[config.mk]
export PLATFORM = sky130hd
export DESIGN_NAME = cdb_tag_arbiter
export DESIGN_NICKNAME = d
export VERILOG_FILES = /design/src/rtl/cdb_tag_arbiter.sv
export SDC_FILE = /design/constraint.sdc
export NUM_CORES = 1
export LEC_CHECK = 0
export ABC_AREA = 1
export CAP_MARGIN = 40
export CORE_AREA = 2 2 150 152
export CTS_CLUSTER_SIZE = 8
export DETAILED_ROUTE_END_ITERATION = 6
export DIE_AREA = 0 0 152 154
export PLACE_DENSITY_LB_ADDON = 0.15
export SLEW_MARGIN = 40
export SYNTH_ARGS = -nofsm -noshare
export SYNTH_HDL_FRONTEND = slang
export SYNTH_SLANG_ARGS = --single-unit
[constraint.sdc]
create_clock -name clk -period 3.38 [get_ports clk]
set_clock_uncertainty 0.2 [all_clocks]
set_input_delay 0.338 -clock clk [delete_from_list [all_inputs] [get_ports clk]]
set_output_delay 0.338 -clock clk [all_outputs]
set_load 0.1 [all_outputs]
[src/rtl/cdb_tag_arbiter.sv]
// Round-robin arbiter that puts one functional-unit result per cycle on the CDB
// and tracks which tags are outstanding between dispatch and writeback.
module cdb_tag_arbiter #(
  parameter int NUM_FU = 4,
  parameter int TAG_W  = 6,
  parameter int DATA_W = 32
) (
  input  logic                       clk,
  input  logic                       rst,
  input  logic [NUM_FU-1:0]          fu_req,
  input  logic [NUM_FU*TAG_W-1:0]    fu_tag,
  input  logic [NUM_FU*DATA_W-1:0]   fu_data,
  output logic [NUM_FU-1:0]          fu_grant,
  input  logic                       tf_full,
  input  logic                       alloc_valid,
  input  logic [TAG_W-1:0]           alloc_tag,
  output logic [TAG_W-1:0]           cdb_tag,
  output logic [DATA_W-1:0]          cdb_data,
  output logic                       cdb_valid,
  output logic [TAG_W:0]             out_cnt,
  output logic                       dup_err,
  output logic                       alloc_err
);

  localparam int PTR_W    = (NUM_FU > 1) ? $clog2(NUM_FU) : 1;
  localparam int NUM_TAGS = 2 ** TAG_W;
  localparam logic [PTR_W:0] FU_CNT  = (PTR_W+1)'(NUM_FU);
  localparam logic [TAG_W:0] CNT_MAX = (TAG_W+1)'(NUM_TAGS);

  // Saturating outstanding-tag counter; simultaneous alloc and grant cancel out.
  function automatic logic [TAG_W:0] sat_cnt(input logic [TAG_W:0] cnt,
                                             input logic inc, input logic dec);
    logic [TAG_W:0] res;
    res = cnt;
    if (inc && !dec && cnt != CNT_MAX) res = cnt + 1'b1;
    else if (dec && !inc && cnt != '0) res = cnt - 1'b1;
    return res;
  endfunction

  logic [PTR_W-1:0]    rr_ptr;
  logic [NUM_TAGS-1:0] sb;
  logic [TAG_W-1:0]    tag_arr  [NUM_FU];
  logic [DATA_W-1:0]   data_arr [NUM_FU];

  logic                gnt_vld_p0;
  logic [PTR_W-1:0]    gnt_idx_p0;
  logic [NUM_FU-1:0]   gnt_vec_p0;
  logic [TAG_W-1:0]    gnt_tag_p0;
  logic [DATA_W-1:0]   gnt_data_p0;
  logic [PTR_W:0]      pos_p0;
  logic [PTR_W:0]      nxt_p0;
  logic                found_p0;
  logic [NUM_TAGS-1:0] sb_set_p0;
  logic [NUM_TAGS-1:0] sb_clr_p0;
  logic                dup_hit_p0;
  logic                alloc_hit_p0;

  always_comb begin
    for (int i = 0; i < NUM_FU; i++) begin
      tag_arr[i]  = fu_tag[i*TAG_W +: TAG_W];
      data_arr[i] = fu_data[i*DATA_W +: DATA_W];
    end
  end

  // Stage p0: combinational round-robin search starting at rr_ptr.
  always_comb begin
    found_p0   = 1'b0;
    gnt_idx_p0 = '0;
    pos_p0     = '0;
    for (int k = 0; k < NUM_FU; k++) begin
      pos_p0 = {1'b0, rr_ptr} + (PTR_W+1)'(k);
      if (pos_p0 >= FU_CNT) pos_p0 = pos_p0 - FU_CNT;
      if (!found_p0 && fu_req[pos_p0[PTR_W-1:0]]) begin
        found_p0   = 1'b1;
        gnt_idx_p0 = pos_p0[PTR_W-1:0];
      end
    end
    gnt_vld_p0 = found_p0 && !tf_full && !rst;
    gnt_vec_p0 = '0;
    if (gnt_vld_p0) gnt_vec_p0[gnt_idx_p0] = 1'b1;
    gnt_tag_p0  = tag_arr[gnt_idx_p0];
    gnt_data_p0 = data_arr[gnt_idx_p0];
    nxt_p0 = {1'b0, gnt_idx_p0} + 1'b1;
    if (nxt_p0 >= FU_CNT) nxt_p0 = '0;
    sb_set_p0 = '0;
    sb_clr_p0 = '0;
    if (alloc_valid) sb_set_p0[alloc_tag] = 1'b1;
    if (gnt_vld_p0)  sb_clr_p0[gnt_tag_p0] = 1'b1;
    // Both error checks look at the scoreboard as it stands before this cycle's update.
    dup_hit_p0   = gnt_vld_p0 && !sb[gnt_tag_p0];
    alloc_hit_p0 = alloc_valid && sb[alloc_tag];
  end

  assign fu_grant = gnt_vec_p0;

  // Stage p1: broadcast register and scoreboard state.
  always_ff @(posedge clk or posedge rst) begin
    if (rst) begin
      cdb_valid <= 1'b0;
      cdb_tag   <= '0;
      cdb_data  <= '0;
      rr_ptr    <= '0;
      sb        <= '0;
      out_cnt   <= '0;
      dup_err   <= 1'b0;
      alloc_err <= 1'b0;
    end else begin
      cdb_valid <= gnt_vld_p0;
      if (gnt_vld_p0) begin
        cdb_tag  <= gnt_tag_p0;
        cdb_data <= gnt_data_p0;
        rr_ptr   <= nxt_p0[PTR_W-1:0];
      end
      sb        <= (sb & ~sb_clr_p0) | sb_set_p0;
      out_cnt   <= sat_cnt(out_cnt, alloc_valid, gnt_vld_p0);
      dup_err   <= dup_err | dup_hit_p0;
      alloc_err <= alloc_err | alloc_hit_p0;
    end
  end

endmodule

After elaboration in Yosys (flattened, before gate mapping)
Index checks and enable logic that the tools add are counted.

word-level totals
  register bits after elaboration = 114
  input bits = 166
  logic and storage cells = 107

operators by class
  add/sub/neg operators = 10
  order comparisons = 16
  equality and inequality tests = 1
  muxes and demuxes = 42
  bitwise operators = 6
  reduce and logical (&&, ||, !) cells = 24

operators by type and width
  kind                                                                          count
  64-bit two-way mux                                                            2
  64-bit bitwise AND                                                            1
  32-bit binary-select mux with 2-bit select                                    1
  32-bit two-way mux                                                            2
  64-bit inverter                                                               1
  64-bit bitwise OR                                                             1
  2-bit two-way mux                                                             9
  3-bit >= comparator, second input constant                                    5
  2-bit by 3-bit less-than comparator with 1-bit output, second input constant  5
  1-bit logical AND                                                             14
  6-bit by 7-bit less-than comparator with 1-bit output, second input constant  2
  7-bit two-way mux                                                             2
  1-bit two-way mux                                                             13
  1-bit binary-select mux with 6-bit select                                     2
  6-bit binary-select mux with 2-bit select                                     1
  1-bit demux with 6-bit select                                                 2
  6-bit by 1-bit >= comparator with 1-bit output, second input constant         2
  6-bit two-way mux                                                             2
  1-bit binary-select mux with 2-bit select                                     4
  1-bit logical NOT                                                             8
  2-bit by 1-bit subtractor with 2-bit output, second input constant            4
  7-bit by 1-bit adder with 7-bit output, second input constant                 1
  7-bit inequality test, second input constant                                  1
  7-bit nonzero test                                                            1
  other kinds (10)                                                              13

Depth between registers and ports, before layout
Gate-level depths: netlist of the first run.

  depth in word-level cells = 26
  gate-level depth with buffers = 26
  depth with buffers taken out = 23

Worst setup path before layout of the first run
Ideal clock, no wire load.

  path kind = reg-to-output
  start = register rr_ptr[0]
  end = output port fu_grant[0]
  data arrival time = 3367 ps
  data required time = 2842 ps
  path slack = -525 ps
  stages on the path, launching flop included = 17
  cell sequence = dfrtp_1 buf_6 inv_4 nand2_1 nand2_2 nand2_1 nand2_1 nor2_4 nand3_1 nand3_1 nand2_2 buf_2 buf_2 clkbuf_1 ha_1 inv_1 nor2_1

on the way
  word-level cells in the longest chain between the ends = 19
  elaborated cells on any way between the ends = 45

RTL lines
  what                                                                                             RTL line  source
  start: declaration                                                                               40        logic [PTR_W-1:0] rr_ptr;
  start signal: assignment                                                                         112       rr_ptr <= nxt_p0[PTR_W-1:0];
  parallel branches: the longest is 18 deep, another holds 2-bit by 1-bit adder with 3-bit output  n/a
  4-bit two-way mux (*)                                                                            80        if (gnt_vld_p0) gnt_vec_p0[gnt_idx_p0] = 1'b1;
  end: declaration                                                                                 13        output logic [NUM_FU-1:0] fu_grant,

Mark *: on every way between the ends. The select of a mux whose other input is x is not followed.

Final worst setup path of the first run
  start = register rr_ptr[0]
  end = output port fu_grant[3]

The elaborated chain is that of the path after synthesis.

==> results of run 1 <==
-- cell families (layout without fill, tap and decap cells) --
| logic type | count (synthesis) | after routing |
|---|---|---|
| compound gates | 327 | 327 |
| buf+inv | 157 | 430 |
| fa+ha+maj | 11 | 11 |
| flops | 114 | 114 |
| xor+xnor | 6 | 6 |
| simple gates | 453 | 453 |
-- metrics by stage --
| step | worst slack (ps) | hold WS, ps |
|---|---|---|
| floorplan | -72.8 | 259 |
| global placement | -8.56 | 272 |
| detailed placement | -68.1 | 281 |
| CTS | 17.5 | 174 |
| global route | -37.8 | 209 |
| finish | 157 | 167 |
-- final cells by class --
class | count | area (µm²) | area share
clock buffer | 20 | 447 | 0.0411
clock inverter | 11 | 114 | 0.0105
inverter | 111 | 428 | 0.0394
multi-input combinational | 797 | 4050 | 0.372
sequential | 114 | 2850 | 0.263
tap | 280 | 350 | 0.0323
timing repair buffer | 288 | 2620 | 0.242
-- routing by layer --
layer,track usage,vias to the layer above,share of wire
met3,0.0536,44,0.070
met1,0.300,3849,0.42
met2,0.405,312,0.48
li1,-,4124,-
met4,0.0743,0,0.026
met5,0,-,0
-- cell usage after synthesis (all sizes together) --
| cell | number | area (µm²) |
|---|---|---|
| nor3 | 8 | 40.0 |
| or2 | 2 | 12.5 |
| nor4 | 2 | 12.5 |
| buf | 26 | 170 |
| a21oi | 6 | 30.0 |
| nand3 | 57 | 300 |
| clkbuf | 20 | 75.1 |
| o22ai | 11 | 68.8 |
| nand4 | 15 | 100 |
| xor2 | 6 | 52.6 |
| nor2 | 127 | 507 |
| o21ai | 220 | 1100 |
| o31ai | 2 | 42.5 |
| and2 | 1 | 6.26 |
| o41ai | 2 | 17.5 |
| nand2 | 241 | 920 |
| a22oi | 5 | 37.5 |
| dfrtp | 114 | 2850 |
| o21bai | 33 | 248 |
| inv | 111 | 419 |
| o211ai | 5 | 37.5 |
| fa | 1 | 20.0 |
| a31oi | 33 | 206 |
| a221oi | 6 | 52.6 |
| ha | 10 | 125 |
| o2111ai | 4 | 35.0 |
-- state kept, by name, summed over array words and instances (netlist names) --
signal and count:
sb 64, cdb_data 32, out_cnt 7, cdb_tag 6
rr_ptr 2, alloc_err 1, cdb_valid 1, dup_err 1
-- what timing repair did --
action | in CTS | in global routing
resized for setup | 1 | 17
buffers inserted | 0 | 6
cloned | 0 | 2
endpoints found under the setup margin | 2 | 63
pin swaps | 0 | 3
-- path summary, 6_finish.rpt --
path	start	to	depth (start not counted)
max in group asynchronous	rst	sb[61]	3
setup / recovery	rr_ptr[0]	fu_grant[3]	13
hold / removal	rst	cdb_data[0]	2
hold reg to reg	sb[15]	sb[15]	2
setup reg to reg	rr_ptr[0]	sb[3]	16
min in group clk	sb[15]	sb[15]	2
==> impl_results.md, run 1 <==
- Status: finished, final reports clean
- Die width: 152 µm
- Worst EP required: 2840 ps
- Fraction of the mapped netlist area in adder cells: 0.0194
- Post-Place Cells: 1583
- Critical Path Start Type: flip-flop
- CP Capture Type: output port
- Starting Density: 0.345
- Port bufs: 217
- GPL Wtd Cong: 0.919
- Drt via density: 5.14
- First-pass iteration count of the detailed router: 6
- Synth Area in Simple Gates: 0.253
- Critical Path AT: 2690 ps
- P&R area growth vs syn: 45.0%
- Post-Synthesis Cells: 1068
- Setup CP Type: reg2out
- Gr usage total: 0.238
- Fin crit period: 3220 ps
- Most frequent cells in the layout: nand2_1 (232), clkdlybuf4s50_1 (165), o21ai_0 (126), nor2_1 (116), dfrtp_1 (113)
- Syn avg cell area: 7.01 µm²
- Critical Path Max Stage Delay: 460 ps
- DRC viols: 0
- Num ports: 218
- Grt total ovfl: 0
- Skew-Pair Late Insertion Delay: 420 ps
- Clock root buffer: clkbuf_16
- Clk sinks: 114
- YS warnings: 0
- Fin crit share: 0.954
- Most common cell after layout, fill and taps aside: nand2_1
- Number of hold violations in the final report: 0
- Post-CTS Hold Buffers: 0
- Core Rows: 54
- Core ar.: 0.0217 mm²
- Critical Path Slowest Stage Cell: dfrtp_2
- Final wirelength: 28200 µm
- Initial antenna violation count: 0
- Final Util: 0.501
- Hold Path Class: in2async
- Register area share after synthesis: 0.381
- R2r setup slk: 220 ps
- Critical path's top delay family: simple AND/OR/NAND/NOR gates
- Inserted Diodes: 0
- CTS max path bufs: 2
- Die Span Y: 154 µm
- TritonCTS clock tree: yes
- Largest family of logic cells by synthesized area: simple AND/OR/NAND/NOR gates
- Syn Nets: 1245
- Layout Nets: 1506
- Wire length of the first global-routing pass: 44100 µm
- Mapped cell area: 0.00749 mm²
- Largest net degree at the start of global routing: 70
- Layout Cells excl Fill: 1621
- CTS H-tree lvls: 4
- Vias after detailed routing: 8329
- Crit path max fanout: 20
- Post-synth cell types: 38
- Setup TNS: 0 ps
- Fillers: 2194
- Cts bufs inserted: 17
- Compound-Gate Fraction of Synth Area: 0.251
- Pins over their slew limit: 0
- Layout cell share with drive strength beyond 1: 0.149
- Final Cell Area: 0.0109 mm²
- Routed Antenna Nets: 0
- Routed len/inst: 17.4 µm
- Count of final setup violators: 0
- Detail Placement HPWL: 20900 µm
- Starting DRT DRC Count: 537
- Die Area: 0.0234 mm²
- Worst-path clk slew: 60 ps
- XOR/XNOR Fraction of Synth Area: 0.00702
- Synthesized flop and latch total: 114
- Max cap viols: 0
- Vias in the first global route: 8061
- Worst path cell trace: buf_4, nand2_1, nand3_1, nand2_1, inv_1, nand3_1, nand3_4, inv_4, buf_6, ha_1, inv_1, nor2_2, buf_12
- Area after DPL: 0.0102 mm²
- Worst Tran Pin Value: 619 ps
- Slew HR: 0.587
- Fmax: 0.310 GHz
- Buffers and inverters on the worst path: 6
- Mux cell area share after synthesis: 0
Power of run 1 is left out: the tool's default activity adds up to more than one toggle a clock period on the data nets, which glitch-free logic cannot reach.
==> inputs of run 2 (changes only) <==
- CORE_AREA: 2 2 150 152 -> 2 2 134 136
- DIE_AREA: 0 0 152 154 -> 0 0 136 138
- RECOVER_POWER: not set -> 25
==> run 2 against run 1 <==
Effect of this change: the run now ends with max-capacitance violations, max-slew violations left; cell count fell by 3.9%; flip-flop and latch count did not move; die area fell by 20%; worst hold slack improved by 110 ps; highest routed layer unchanged.
==> impl_results.md, run 2 (same netlist as run 1, synthesis figures left out) <==
- Starting Density: 0.427
- Vias after detailed routing: 8475
- Die width: 136 µm
- Drt via density: 5.44
- Detail Placement HPWL: 19700 µm
- Routed Antenna Nets: 0
- CP Capture Type: output port
- Worst reg2reg endpoint: sb[6]
- Critical Path AT: 2670 ps
- CTS max path bufs: 2
- Clk sinks: 114
- Failing checks: max-capacitance violations, max-slew violations
- Hold EP: dup_err
- DRC viols: 0
- Die Span Y: 138 µm
- Starting DRT DRC Count: 741
- Hold slack: 273 ps
- Wire length of the first global-routing pass: 42900 µm
- Count of final setup violators: 0
- Most common cell after layout, fill and taps aside: nand2_1
- Max cap viols: 2
- Worst hold stages: 2
- Reg2reg path depth: 16
- Worst Tran Pin Value: 2240 ps
- Final wirelength: 27000 µm
- Largest net degree at the start of global routing: 89
- Setup CP Type: reg2out
- GPL Wtd Cong: 0.950
- Gr usage total: 0.293
- Port bufs: 217
- First-pass iteration count of the detailed router: 5
- Fin crit period: 3200 ps
- Biggest regs: sb x64, cdb_data x32, out_cnt x7
- Core ar.: 0.0175 mm²
- Number of flip-flops in the largest register: 64
- Vias in the first global route: 7956
- Routed len/inst: 17.3 µm
- Skew-Pair Late Insertion Delay: 420 ps
- Core Rows: 49
- Origin of the worst setup path: rr_ptr[0]
- Grt total ovfl: 0
- Beginning of the worst register-to-register path: rr_ptr[0]
- P&R area growth vs syn: 43.0%
- Clock root buffer: clkbuf_16
- Fin crit share: 0.948
- Largest Register: sb
- Die Area: 0.0188 mm²
- Fmax: 0.312 GHz
- Critical Path Start Type: flip-flop
- Most frequent cells in the layout: nand2_1 (235), clkdlybuf4s50_1 (164), o21ai_0 (125), nor2_1 (116), dfrtp_1 (113)
- Crit path max fanout: 12
- Hold Path Class: reg2reg
- Pins over their slew limit: 116
- CTS H-tree lvls: 4
- Status: complete, but fails checks
- Layout Nets: 1493
- Num ports: 218
- TritonCTS clock tree: yes
- Worst-path clk slew: 60 ps
- Number of hold violations in the final report: 0
- R2r setup slk: 280 ps
- Worst EP required: 2840 ps
- Cts bufs inserted: 17
- Inserted Diodes: 0
- Layout cell share with drive strength beyond 1: 0.138
- Hold path start: dup_err
- Slew HR: -0.491
- Initial antenna violation count: 0
-- run 2: changes by cell type in the layout (fill, tap and decap cells not counted), moves of 3 or more --
cell	before	now
buf_4	76	62
bufinv_16	2	5
nand2_1	232	235
nand2_2	7	4
-- run 2: metal layers --
| layer | wire length (µm) | share of wire | global-route usage |
|---|---|---|---|
| met5 | 0 | 0 | 0 |
| met4 | 976 | 0.036 | 0.110 |
| met3 | 2420 | 0.090 | 0.0700 |
| met2 | 13000 | 0.48 | 0.480 |
| met1 | 10600 | 0.39 | 0.374 |
-- run 2: how the worst max path moves through the flow --
stage,cells after the start,slack [ps],to
2_1_floorplan,16,-70,fu_grant[0]
3_3_place_gp,19,-60,out_cnt[6]
3_5_place_dp,19,-100,out_cnt[6]
4_1_cts,13,60,fu_grant[1]
5_1_grt,14,-20,fu_grant[1]
6_report,14,180,fu_grant[1]
-- run 2: worst max-delay path, stage by stage, from the launching register on --
cell	delay [ps]
dfrtp_2	430
buf_2	160
nand2_1	60
nand2_1	70
nand2_1	70
nand2_1	80
nor2_4	170
nand3_1	140
nand2_4	150
buf_6	170
buf_4	200
ha_1	170
inv_1	60
nor2_4	120
buf_12	180
-- run 2: layout make-up --
cell class              instances  area (µm²)
multi-input cells             797        4040
flip-flops and latches        114        2850
well taps                     229         287
clock inverters                11         183
clock buffers                  21         460
fillers                      1638        6830
inverters                     111         420
repair buffers                275        2470
-- run 2: what timing repair did --
item / in CTS / in global routing
buffers inserted: 0 / 5
gates resized for setup: 1 / 12
hold buffers: 0 / 0
setup endpoints to repair: 1 / 16
pin swaps: 0 / 8
-- run 2: per-stage QoR --
stage | utilization | setup TNS (ps) | cell area, µm² | cells | setup slack [ps]
after global placement | 0.581 | -73.0 | 10200 | 1521 | -59.4
after floorplan | - | -72.8 | 7520 | 1068 | -72.8
after CTS | 0.607 | 0 | 10700 | 1553 | 57.1
after detailed placement | 0.571 | -194 | 10000 | 1521 | -101
after global routing | 0.611 | -15.4 | 10700 | 1558 | -15.4
final | 0.611 | 0 | 10700 | 1558 | 176
Power of run 2 is left out for the same reason.
==> inputs of run 3 (changes only) <==
- GPL_TIMING_DRIVEN: not set -> 1
==> results of run 3 <==
No change in the layout: final DEF, timing and power equal those of run 2.
Power of run 3 is left out for the same reason.
